`src/rtl/mem_to_axilite_master_pkg.sv`:
```
// Shared definitions for the PicoRV32-native to AXI-Lite master bridge:
// FSM state encoding and AXI response codes.
package mem_to_axilite_master_pkg;

  typedef enum logic [2:0] {
    ST_IDLE  = 3'd0,
    ST_WADDR = 3'd1,
    ST_WRESP = 3'd2,
    ST_RADDR = 3'd3,
    ST_RDATA = 3'd4,
    ST_DONE  = 3'd5
  } state_t;

  localparam logic [1:0] RESP_OKAY   = 2'b00;
  localparam logic [1:0] RESP_SLVERR = 2'b10;
  localparam logic [1:0] RESP_DECERR = 2'b11;

  // Anything other than OKAY is treated as a bus error.
  function automatic logic resp_is_err(input logic [1:0] resp);
    return resp != RESP_OKAY;
  endfunction

endpackage

```
`src/rtl/mem_to_axilite_master_err_capture.sv`:
```
// Sticky bus-error flag with first-error address capture; a clear that
// coincides with a new error lets the new error win.
module axil_err_capture #(
  parameter int ADDR_WIDTH = 32
) (
  input  logic                  clk,
  input  logic                  resetn,
  input  logic                  err_set,
  input  logic [ADDR_WIDTH-1:0] err_addr_in,
  input  logic                  err_clr,
  output logic                  bus_err,
  output logic [ADDR_WIDTH-1:0] err_addr
);

  always_ff @(posedge clk or negedge resetn) begin
    if (!resetn) begin
      bus_err  <= 1'b0;
      err_addr <= '0;
    end else if (err_set && (!bus_err || err_clr)) begin
      bus_err  <= 1'b1;
      err_addr <= err_addr_in;
    end else if (err_clr) begin
      bus_err  <= 1'b0;
      err_addr <= '0;
    end
  end

endmodule

```
`src/rtl/mem_to_axilite_master.sv`:
```
// Bridges the PicoRV32 native memory port to a single-outstanding AXI-Lite
// master. Writes when mem_wstrb != 0, reads otherwise.
module mem_to_axilite_master
  import mem_to_axilite_master_pkg::*;
#(
  parameter int ADDR_WIDTH = 32,
  parameter int DATA_WIDTH = 32
) (
  input  logic                    clk,
  input  logic                    resetn,
  input  logic                    mem_valid,
  input  logic                    mem_instr,
  input  logic [ADDR_WIDTH-1:0]   mem_addr,
  input  logic [DATA_WIDTH-1:0]   mem_wdata,
  input  logic [DATA_WIDTH/8-1:0] mem_wstrb,
  output logic                    mem_ready,
  output logic [DATA_WIDTH-1:0]   mem_rdata,
  output logic [ADDR_WIDTH-1:0]   awaddr,
  output logic [2:0]              awprot,
  output logic                    awvalid,
  input  logic                    awready,
  output logic [DATA_WIDTH-1:0]   wdata,
  output logic [DATA_WIDTH/8-1:0] wstrb,
  output logic                    wvalid,
  input  logic                    wready,
  input  logic [1:0]              bresp,
  input  logic                    bvalid,
  output logic                    bready,
  output logic [ADDR_WIDTH-1:0]   araddr,
  output logic [2:0]              arprot,
  output logic                    arvalid,
  input  logic                    arready,
  input  logic [DATA_WIDTH-1:0]   rdata,
  input  logic [1:0]              rresp,
  input  logic                    rvalid,
  output logic                    rready,
  output logic                    bus_err,
  output logic [ADDR_WIDTH-1:0]   err_addr,
  input  logic                    err_clr
);

  localparam int STRB_WIDTH = DATA_WIDTH / 8;

  // Handshake rule on every AXI channel: a transfer happens on the rising
  // edge where valid && ready; once raised, a valid and its payload stay
  // unchanged until that edge.
  state_t                  state_q, state_d;
  logic [ADDR_WIDTH-1:0]   awaddr_d, araddr_d;
  logic [DATA_WIDTH-1:0]   wdata_d, mem_rdata_d;
  logic [STRB_WIDTH-1:0]   wstrb_d;
  logic [2:0]              arprot_d;
  logic                    awvalid_d, wvalid_d, arvalid_d, mem_ready_d;
  logic                    err_set;
  logic [ADDR_WIDTH-1:0]   err_addr_in;

  assign awprot = 3'b000;
  assign bready = (state_q == ST_WRESP);
  assign rready = (state_q == ST_RDATA);

  always_comb begin
    state_d     = state_q;
    awaddr_d    = awaddr;
    wdata_d     = wdata;
    wstrb_d     = wstrb;
    awvalid_d   = awvalid;
    wvalid_d    = wvalid;
    araddr_d    = araddr;
    arprot_d    = arprot;
    arvalid_d   = arvalid;
    mem_rdata_d = mem_rdata;
    err_set     = 1'b0;
    err_addr_in = awaddr;
    case (state_q)
      ST_IDLE: begin
        if (mem_valid) begin
          if (|mem_wstrb) begin
            awaddr_d  = mem_addr;
            wdata_d   = mem_wdata;
            wstrb_d   = mem_wstrb;
            awvalid_d = 1'b1;
            wvalid_d  = 1'b1;
            state_d   = ST_WADDR;
          end else begin
            araddr_d  = mem_addr;
            arprot_d  = {mem_instr, 2'b00};
            arvalid_d = 1'b1;
            state_d   = ST_RADDR;
          end
        end
      end
      ST_WADDR: begin
        // AW and W complete independently, in either order or together.
        if (awvalid && awready) awvalid_d = 1'b0;
        if (wvalid && wready)   wvalid_d  = 1'b0;
        if (!awvalid_d && !wvalid_d) state_d = ST_WRESP;
      end
      ST_WRESP: begin
        if (bvalid) begin
          state_d     = ST_DONE;
          err_set     = resp_is_err(bresp);
          err_addr_in = awaddr;
        end
      end
      ST_RADDR: begin
        if (arready) begin
          arvalid_d = 1'b0;
          state_d   = ST_RDATA;
        end
      end
      ST_RDATA: begin
        if (rvalid) begin
          mem_rdata_d = rdata;
          state_d     = ST_DONE;
          err_set     = resp_is_err(rresp);
          err_addr_in = araddr;
        end
      end
      ST_DONE:  state_d = ST_IDLE;
      default:  state_d = ST_IDLE;
    endcase
    mem_ready_d = (state_d == ST_DONE);
  end

  always_ff @(posedge clk or negedge resetn) begin
    if (!resetn) begin
      state_q   <= ST_IDLE;
      awaddr    <= '0;
      wdata     <= '0;
      wstrb     <= '0;
      awvalid   <= 1'b0;
      wvalid    <= 1'b0;
      araddr    <= '0;
      arprot    <= 3'b000;
      arvalid   <= 1'b0;
      mem_ready <= 1'b0;
      mem_rdata <= '0;
    end else begin
      state_q   <= state_d;
      awaddr    <= awaddr_d;
      wdata     <= wdata_d;
      wstrb     <= wstrb_d;
      awvalid   <= awvalid_d;
      wvalid    <= wvalid_d;
      araddr    <= araddr_d;
      arprot    <= arprot_d;
      arvalid   <= arvalid_d;
      mem_ready <= mem_ready_d;
      mem_rdata <= mem_rdata_d;
    end
  end

  axil_err_capture #(.ADDR_WIDTH(ADDR_WIDTH)) u_err_capture (
    .clk         (clk),
    .resetn      (resetn),
    .err_set     (err_set),
    .err_addr_in (err_addr_in),
    .err_clr     (err_clr),
    .bus_err     (bus_err),
    .err_addr    (err_addr)
  );

endmodule

```
`config.mk`:
```
export PLATFORM = sky130hd
export DESIGN_NAME = mem_to_axilite_master
export DESIGN_NICKNAME = d
export VERILOG_FILES = /design/src/rtl/mem_to_axilite_master_pkg.sv /design/src/rtl/mem_to_axilite_master_err_capture.sv /design/src/rtl/mem_to_axilite_master.sv
export SDC_FILE = /design/constraint.sdc
export NUM_CORES = 1
export LEC_CHECK = 0
export ABC_CLOCK_PERIOD_IN_PS = 3700
export BUFFER_PORTS_ARGS = -buffer_cell sky130_fd_sc_hd__buf_2
export CELL_PAD_IN_SITES_DETAIL_PLACEMENT = 1
export CELL_PAD_IN_SITES_GLOBAL_PLACEMENT = 2
export CORE_MARGIN = 5
export CORE_UTILIZATION = 34
export CTS_CLUSTER_DIAMETER = 150
export DETAILED_ROUTE_END_ITERATION = 8
export PLACE_DENSITY_LB_ADDON = 0.1
export SLEW_MARGIN = 30
export SYNTH_ARGS = -nofsm -noshare
export SYNTH_HDL_FRONTEND = slang
export SYNTH_SLANG_ARGS = --single-unit
export TNS_END_PERCENT = 30
```
`constraint.sdc`:
```
create_clock -name clk -period 3.7 [get_ports clk]
set_input_delay 0.37 -clock clk [delete_from_list [all_inputs] [get_ports clk]]
set_output_delay 0.37 -clock clk [all_outputs]
set_load 0.02 [all_outputs]
```
==> results of run 1 <==
-- registers in the layout, indices dropped and copies added, names as in the netlist --
register,count
awaddr,32
mem_ready,1
wvalid,1
mem_rdata,32
arprot,1
arvalid,1
u_err_capture.err_addr,32
araddr,32
u_err_capture.bus_err,1
state_q,3
wdata,32
wstrb,4
awvalid,1
-- layer usage --
metal,part of all wire,GRT usage
met5,0,0
met4,0.016,0.0534
met3,0.063,0.0510
met2,0.48,0.271
met1,0.44,0.224
-- synth_stat cells (all sizes together), types with 2 or more instances --
library cell / count
nor2: 5
a22o: 2
inv: 4
nand2b: 3
nor2b: 2
a21oi: 5
nand2: 8
o21ai: 4
mux2: 131
o2bb2ai: 33
buf: 26
a22oi: 2
dfrtp: 173
mux2i: 33
clkbuf: 4
-- worst max-delay path, cell delays in order, from the launching register on --
cell	delay [ns]
dfrtp_1	0.55
nor4b_4	0.48
and2_4	0.53
buf_12	0.37
mux2_1	0.36
-- cells by family after synthesis --
logic type,count (synthesis),share of synthesized area
AO/OA/AOI/OAI,49,0.0541
multiplexers,164,0.281
flip-flops,173,0.600
other,1,0.000520
buffers and inverters,34,0.0388
AND/OR/NAND/NOR,28,0.0251
-- how the worst max path moves through the flow --
stage / from / end / depth (start not counted)
after detailed placement: state_q[0] / awaddr[7] / 4
after floorplan: state_q[1] / awaddr[0] / 6
after CTS: state_q[0] / awaddr[4] / 4
after global routing: state_q[0] / awaddr[7] / 4
after global placement: state_q[0] / araddr[12] / 3
final: state_q[0] / awaddr[7] / 4
-- cell type report --
cell class | instances | area share
Sequential cell | 173 | 0.459
Tap cell | 275 | 0.0365
Clock buffer | 21 | 0.0467
Antenna cell | 5 | 0.00133
Clock inverter | 10 | 0.0150
Timing Repair Buffer | 290 | 0.160
Inverter | 4 | 0.00159
Multi-Input combinational cell | 246 | 0.280
-- through the flow --
step           hold slack, ns  power (W)  setup WS (ns)
3_3_place_gp            0.469    0.00716           1.29
5_1_grt                0.0557    0.00951           1.07
6_report               0.0210    0.00898           1.23
2_1_floorplan          0.0744    0.00587           1.92
4_1_cts                0.0715    0.00913           1.18
3_5_place_dp            0.472    0.00727           1.21
-- power by group through the flow --
stage               Clock (W)  Sequential [W]  Combinational (W)
floorplan                   0         0.00435            0.00152
global placement            0         0.00338            0.00377
detailed placement          0         0.00343            0.00385
CTS                   0.00186         0.00341            0.00386
global route          0.00195         0.00353            0.00403
finish                0.00180         0.00340            0.00378
==> flow_summary.ini, run 1 <==
[min_path]
hp-class = primary input to asynchronous set/reset pin

[run]
maxCapViolCount = 0

[finish]
register_area_um2 = 4330
final_common_cell = buf_2
layout-drive-gt1-share = 0.567
most-common-layout-cells = 284 x buf_2, 173 x dfrtp_1, 60 x mux2_4
multi_input_area_um2 = 2640
utilization = 0.450
instances_no_fill = 1024
final_area_um2 = 9430
area_growth_syn_to_layout_pct = 30.7
layout.nets = 846
n_fill_cell = 2223

[routing]
viasPerCell = 4.76
drt_iter0_drc = 138
antenna_left = 0
drc = 0
routed_wl_mm = 20.3
vias = 4879
dr.pass1.iters = 4
detail_route.wl_per_cell_um = 19.9

[global_route]
grt_pass1_vias = 5460
grt_max_degree = 94
grt_use_total = 0.170
antenna_found_initial = 4
grt_pass1_wl_mm = 32.0
grt_overflow = 0

[setup_path]
critPathRequiredTime_ns = 4.00
timing.rr.end = awaddr[7]
path_class = flop to flop
critPathMaxFanout = 44
rr_worst_depth = 4
ff2ff_setup_slack_ns = 1.23
crit_path_start_kind = flop
cp.arrival_ns = 2.76
timing.rr.start = state_q[0]
cp-end-kind = flop

[power]
swShare = 0.390
clock_power_share = 0.201
ir_drop_mv = 0.324
seqPwrFrac = 0.378
p_sw_w = 0.00350
power-per-cell-area_nw_per_um2 = 952
pwr-share-comb = 0.421
internal_power_w = 0.00548
leakage_nw = 4.74

[synthesis]
synthTopCellsByArea = dfrtp_1 60%, mux2_4 12%, mux2_2 5.9%, mux2_1 5.1%, mux2i_1 4.6%
ys.warnings.count = 0
synth_edf_count = 0
syn_avg_cell_area_um2 = 16.1
synth_seq_cells = 173
netlist.area_leader.share = 0.600
syn_area_um2 = 7220
seq_area_frac_synth = 0.600
synth_top_flop_cell = dfrtp_1
async_flop_share = 1.00
syn-instance-count = 449
yosys.area.top_type = dfrtp_1
yosysUniqueCellTypes = 34

[cts]
cts.sink_count = 173
cts_hold_buf = 0
cts-buffers-inserted = 17
cts_buffer_depth = 2
path_clk_slew_ns = 0.07
cts.repair.resized = 0
root_buffer = clkbuf_16
cts_tree = yes
cts_max_level = 4
postCtsSetupBuffers = 0
worstSkewPairLatency_ns = 0.42

[placement]
io_buffer_count = 285
dp_hpwl_mm = 14.6
place_area_um2 = 8820
routabilityCongestion = 0.821
post-place-cells = 987

[floorplanning]
pin_count = 291
die_h_um = 156
num_rows = 53
start_util = 0.344
die_area_um2 = 24200
design.core.area_um2 = 21000
die_w_um = 156

[timing]
finalHoldViolations = 0
final-setup-viol-count = 0
fin_skew_ns = 0.00982
min_period_over_period = 0.666
finalMaxSlewViolations = 0
rsz0062_at_grt = no
fin_crit_ns = 2.47
relSlewSlack = 0.481
fin_setup_tns_ns = 0
max_freq_mhz = 406
worst_slew_pin_slew_ns = 0.779

[outcome]
status = complete, no violations
Power figures use the tool's default switching activity.
==> run 2, diff against run 1 <==
--- a/config.mk
+++ b/config.mk
@@ -5,12 +5,12 @@
 export SDC_FILE = /design/constraint.sdc
 export NUM_CORES = 1
 export LEC_CHECK = 0
-export ABC_CLOCK_PERIOD_IN_PS = 3700
+export ABC_CLOCK_PERIOD_IN_PS = 2160
 export BUFFER_PORTS_ARGS = -buffer_cell sky130_fd_sc_hd__buf_2
 export CELL_PAD_IN_SITES_DETAIL_PLACEMENT = 1
 export CELL_PAD_IN_SITES_GLOBAL_PLACEMENT = 2
 export CORE_MARGIN = 5
-export CORE_UTILIZATION = 34
+export CORE_UTILIZATION = 29
 export CTS_CLUSTER_DIAMETER = 150
 export DETAILED_ROUTE_END_ITERATION = 8
 export PLACE_DENSITY_LB_ADDON = 0.1
==> constraint.sdc (replaced) <==
create_clock -name clk -period 2.16 [get_ports clk]
set_input_delay 0.216 -clock clk [delete_from_list [all_inputs] [get_ports clk]]
set_output_delay 0.216 -clock clk [all_outputs]
set_load 0.02 [all_outputs]
==> run 2 against run 1 <==
  * Register-to-register slack got worse by 1.1 ns
  * Sequential cell count stayed put
  * Clock power is 69% higher
  * Highest routed layer is now met5
  * Combinational power rose by 76%
  * Global-route usage is 2.4 points lower
  * Die area grew 16%
  * Utilization shrank 5.5 points
  * Design area up 2.3%
  * Sequential share of layout area fell by 1.0 points
  * Sequential power up 68%
  * Clock skew shrank 0.0029 ns
  * Critical path depth grew 1
==> flow_summary.ini, run 2 (synthesized netlist as in run 1, its figures left out) <==
[finish]
layout-drive-gt1-share = 0.574
instances_no_fill = 1085
final_common_cell = buf_2
utilization = 0.396
layout.nets = 863
n_fill_cell = 2626
area_growth_syn_to_layout_pct = 33.7
most-common-layout-cells = 284 x buf_2, 173 x dfrtp_1, 60 x mux2_4

[placement]
dp_hpwl_mm = 15.6
io_buffer_count = 285
routabilityCongestion = 0.778
post-place-cells = 1048

[setup_path]
cp.arrival_ns = 2.28
critPathRequiredTime_ns = 2.45
path_class = flop to flop
cp-end-kind = flop
crit_path_start_kind = flop
critPathSlowestCell = dfrtp_1
ff2ff_setup_slack_ns = 0.17
critPathBufInv = 1
critPathMaxFanout = 21
slowest_delay_ns = 0.48
cp_top_family = compound AO/OA/AOI/OAI gates
crit_top_cell = o2bb2ai_1
crit_chain = or3b_1 -> o2bb2ai_1 -> a21oi_4 -> buf_16 -> o2bb2ai_1

[routing]
vias = 4953
met1Wirelength_mm = 9.65
detail_route.wl_per_cell_um = 19.3
routed_wl_mm = 21.0
wl_met2_mm = 9.72
drt_iter0_drc = 202
dr.pass1.iters = 4
wl_met3_mm = 1.40
antenna_left = 0
viasPerCell = 4.56
highest_layer = met5
drc = 0

[timing]
max_freq_mhz = 502
finalHoldViolations = 0
fin_skew_ns = 0.00690
min_period_over_period = 0.922
worst_slew_pin_slew_ns = 0.630
hold-worst-slack_ns = 0.0215
fin_setup_tns_ns = 0
finalMaxSlewViolations = 0
final-setup-viol-count = 0
fin_crit_ns = 1.99
rsz0062_at_grt = no
relSlewSlack = 0.576

[floorplanning]
start_util = 0.296
num_rows = 57
pin_count = 291
die_w_um = 168
design.core.area_um2 = 24400
die_area_um2 = 28100
die_h_um = 168

[power]
total_power_w = 0.0154
ir_drop_mv = 0.546
leakage_nw = 4.82
power-per-cell-area_nw_per_um2 = 1600

[cts]
postCtsSetupBuffers = 0
cts_buffer_depth = 2
cts_max_level = 4
cts-buffers-inserted = 17
cts.sink_count = 173
worstSkewPairLatency_ns = 0.41
root_buffer = clkbuf_16
cts_tree = yes
path_clk_slew_ns = 0.07

[min_path]
hp-class = primary input to flop

[global_route]
grt_use_total = 0.145
grt_pass1_vias = 5409
grt_overflow = 0
grt_pass1_wl_mm = 32.1
antenna_found_initial = 1
grt_max_degree = 56

[outcome]
status = complete, no violations

[run]
maxCapViolCount = 0
[run 2: changes by cell type in the layout (fill, tap and decap cells not counted), sizes merged]
cell,previous run,this run
dlygate4sd3,0,6
inv,5,8
diode,5,1
clkbuf,22,18
bufinv,3,2
buf,289,301
[run 2: repair_timing]
action,CTS,global route
resized for setup,0,0
endpoints found under the hold margin,54,3
hold buffers,3,3
[run 2: routing by layer]
metal / track usage / vias to the layer above
li1: - / 2218
met1: 0.196 / 2533
met2: 0.230 / 187
met3: 0.0474 / 13
met4: 0.0318 / 2
met5: 0 / -
[run 2: area by class of cell]
type | instances | area [um2] | area share
timing repair buffer | 307 | 1680 | 0.174
clock buffer | 18 | 439 | 0.0455
multi-input combinational | 246 | 2640 | 0.273
sequential | 173 | 4330 | 0.449
tap | 324 | 405 | 0.0420
antenna | 1 | 2.50 | 0.000259
clock inverter | 12 | 138 | 0.0143
inverter | 4 | 15.0 | 0.00156
[run 2: through the flow]
| stage | cell area [um2] | setup WS (ns) |
|---|---|---|
| 2_1_floorplan | 7230 | 0.382 |
| 4_1_cts | 9620 | 0.164 |
| 6_report | 9650 | 0.168 |
| 3_5_place_dp | 9010 | 0.176 |
| 5_1_grt | 9650 | 0.0573 |
| 3_3_place_gp | 8980 | 0.112 |
[run 2: report_power, final]
| part | leakage [nW] | switching, W | internal (W) |
|---|---|---|---|
| clock network | 0.279 | 0.00131 | 0.00174 |
| registers | 2.16 | 0.000986 | 0.00473 |
| logic | 2.38 | 0.00376 | 0.00291 |
| total | 4.82 | 0.00605 | 0.00938 |
[run 2: path summary, 6_finish.rpt]
path                                       startpoint                          to  cells past startpoint
hold / removal                           mem_addr[30]                  araddr[30]                      2
setup reg to reg                           state_q[2]  u_err_capture.err_addr[16]                      5
setup / recovery                           state_q[2]  u_err_capture.err_addr[16]                      5
max in group asynchronous                      resetn                   arprot[2]                      3
hold reg to reg            u_err_capture.err_addr[30]  u_err_capture.err_addr[30]                      1
min in group asynchronous                      resetn                   wdata[21]                      2
==> run 3, diff against run 2 <==
--- a/config.mk
+++ b/config.mk
@@ -5,14 +5,17 @@
 export SDC_FILE = /design/constraint.sdc
 export NUM_CORES = 1
 export LEC_CHECK = 0
+export ABC_AREA = 1
 export ABC_CLOCK_PERIOD_IN_PS = 2160
 export BUFFER_PORTS_ARGS = -buffer_cell sky130_fd_sc_hd__buf_2
 export CELL_PAD_IN_SITES_DETAIL_PLACEMENT = 1
 export CELL_PAD_IN_SITES_GLOBAL_PLACEMENT = 2
 export CORE_MARGIN = 5
-export CORE_UTILIZATION = 29
+export CORE_UTILIZATION = 24
 export CTS_CLUSTER_DIAMETER = 150
 export DETAILED_ROUTE_END_ITERATION = 8
+export GPL_ROUTABILITY_DRIVEN = 0
+export GPL_TIMING_DRIVEN = 0
 export PLACE_DENSITY_LB_ADDON = 0.1
 export SLEW_MARGIN = 30
 export SYNTH_ARGS = -nofsm -noshare
==> run 3 against run 2 <==
  * Register-to-register slack improved by 0.04 ns
  * Via count rose by 53%
  * Design area rose by 13%
  * Critical path depth rose by 2
  * Worst hold slack improved by 0.011 ns
  * Critical path type unchanged
  * Largest cell class unchanged
==> flow_summary.ini, run 3 <==
[finish]
layout-drive-gt1-share = 0.279
final_common_cell = nand2_1
multi_input_area_um2 = 2830
most-common-layout-cells = 425 x nand2_1, 300 x buf_2, 173 x dfrtp_1
final_area_um2 = 10900
n_fill_cell = 3845
register_area_um2 = 4330
instances_no_fill = 1733
area_growth_syn_to_layout_pct = 41.5
layout.nets = 1431

[power]
leakage_nw = 6.15
ir_drop_mv = 0.506
power-per-cell-area_nw_per_um2 = 1450
total_power_w = 0.0158

[synthesis]
seq_area_frac_synth = 0.563
synth_edf_count = 0
synth_seq_cells = 173
synth_top_flop_cell = dfrtp_1
yosysUniqueCellTypes = 25
synth_common_cells = 425 x nand2_1, 173 x dfrtp_1, 131 x nand3_1, 45 x inv_1, 40 x o21ai_1
syn_avg_cell_area_um2 = 8.09
async_flop_share = 1.00
yosys.area.top_type = dfrtp_1
post-synth-top-count-cell = nand2_1
syn_area_um2 = 7690
synthTopCellsByArea = dfrtp_1 56%, nand2_1 21%, nand3_1 8.5%, o21ai_1 2.6%, inv_1 2.2%
netlist.area_leader.share = 0.563
syn-instance-count = 950
ys.warnings.count = 0

[timing]
fin_crit_ns = 1.95
worst_slew_pin_slew_ns = 0.672
max_freq_mhz = 513
final-setup-viol-count = 0
fin_skew_ns = 0.0100
relSlewSlack = 0.552
finalHoldViolations = 0
finalMaxSlewViolations = 0
rsz0062_at_grt = no
min_period_over_period = 0.902

[routing]
dr.pass1.iters = 6
drt_iter0_drc = 214
viasPerCell = 4.37
vias = 7568
drc = 0
routed_wl_mm = 30.3
detail_route.wl_per_cell_um = 17.5
antenna_left = 0

[cts]
cts_tree = yes
path_clk_slew_ns = 0.07
worstSkewPairLatency_ns = 0.44
cts-buffers-inserted = 17
root_buffer = clkbuf_16
cts_buffer_depth = 2
cts.sink_count = 173
cts_max_level = 4
postCtsSetupBuffers = 0

[floorplanning]
num_rows = 65
start_util = 0.244
die_w_um = 189
pin_count = 291
die_h_um = 189
die_area_um2 = 35700
design.core.area_um2 = 31600

[global_route]
grt_use_total = 0.171
grt_pass1_wl_mm = 47.5
grt_overflow = 0
antenna_found_initial = 1
grt_max_degree = 70
grt_pass1_vias = 8127

[setup_path]
critPathMaxFanout = 18
critPathSlowestCell = dfrtp_1
cp-end-kind = flop
crit_top_cell = nand2_1
timing.rr.start = state_q[0]
startpoint = state_q[0]
cp.arrival_ns = 2.26
path_class = flop to flop
crit_path_start_kind = flop
slowest_delay_ns = 0.42
crit_chain = inv_2 -> nand2_2 -> nor2_4 -> nand2_1 -> clkbuf_1 -> nand2_1 -> nand2_1
critPathRequiredTime_ns = 2.47

[placement]
dp_hpwl_mm = 22.3
post-place-cells = 1642
io_buffer_count = 284
place_area_um2 = 9690

[outcome]
status = complete, no violations

[min_path]
worstHoldStart = rdata[15]
hp-class = primary input to flop

[run]
maxCapViolCount = 0
==> run 3: logic make-up after synthesis <==
group                  count (synthesis)  synth area share
AND/OR/NAND/NOR                      586             0.315
flip-flops                           173             0.563
buffers and inverters                116            0.0711
AO/OA/AOI/OAI                         74            0.0501
other                                  1          0.000488
==> run 3: worst max-delay path, delay by kind of cell, from the launching register on <==
kind | cells | cell delay, ns
AND/OR/NAND/NOR | 5 | 0.98
buffers and inverters | 2 | 0.42
flip-flops | 1 | 0.42
==> run 3: stage by stage <==
| stage | worst slack [ns] | TNS (ns) | utilization | hold WS [ns] |
|---|---|---|---|---|
| 2_1_floorplan | 0.676 | 0 | - | -0.0796 |
| 3_3_place_gp | -2.37 | -405.59 | 0.305 | 0.427 |
| 3_5_place_dp | 0.231 | 0 | 0.307 | 0.157 |
| 4_1_cts | 0.136 | 0 | 0.345 | 0.000828 |
| 5_1_grt | 0.0174 | 0 | 0.345 | 0.0110 |
| 6_report | 0.212 | 0 | 0.345 | 0.0327 |
==> run 3: area by class of cell <==
cell class / count / area share
diodes: 1 / 0.000230
plain buffers: 63 / 0.0320
clock buffers: 19 / 0.0416
clock inverters: 13 / 0.0131
inverters: 52 / 0.0179
multi-input cells: 665 / 0.260
flip-flops and latches: 173 / 0.398
well taps: 402 / 0.0462
repair buffers: 345 / 0.191
==> run 3: final timing paths <==
| kind | to | slack [ns] | depth (start not counted) |
|---|---|---|---|
| setup / recovery | mem_rdata[27] | 0.21 | 7 |
| hold reg to reg | wdata[29] | 0.46 | 2 |
| setup reg to reg | mem_rdata[27] | 0.21 | 7 |
| hold / removal | mem_rdata[15] | 0.03 | 3 |
| min in group asynchronous | wdata[9] | 0.27 | 2 |
| max in group asynchronous | araddr[19] | 0.89 | 4 |
==> run 3: where the power goes <==
part | total [W] | internal, W | switching [W]
Combinational | 0.00697 | 0.00225 | 0.00472
Clock | 0.00316 | 0.00177 | 0.00139
Sequential | 0.00566 | 0.00466 | 0.00101
Total | 0.0158 | 0.00867 | 0.00711
==> run 3: repair_timing <==
action,4_1_cts,5_1_grt
endpoints found under the setup margin,1,0
resized for setup,0,0
hold buffers,59,0
endpoints found under the hold margin,107,0
==> run 3: layer usage <==
metal,global-route usage,part of all wire
met1,0.212,0.43
met2,0.282,0.48
met3,0.0625,0.073
met4,0.0434,0.013
met5,0,0
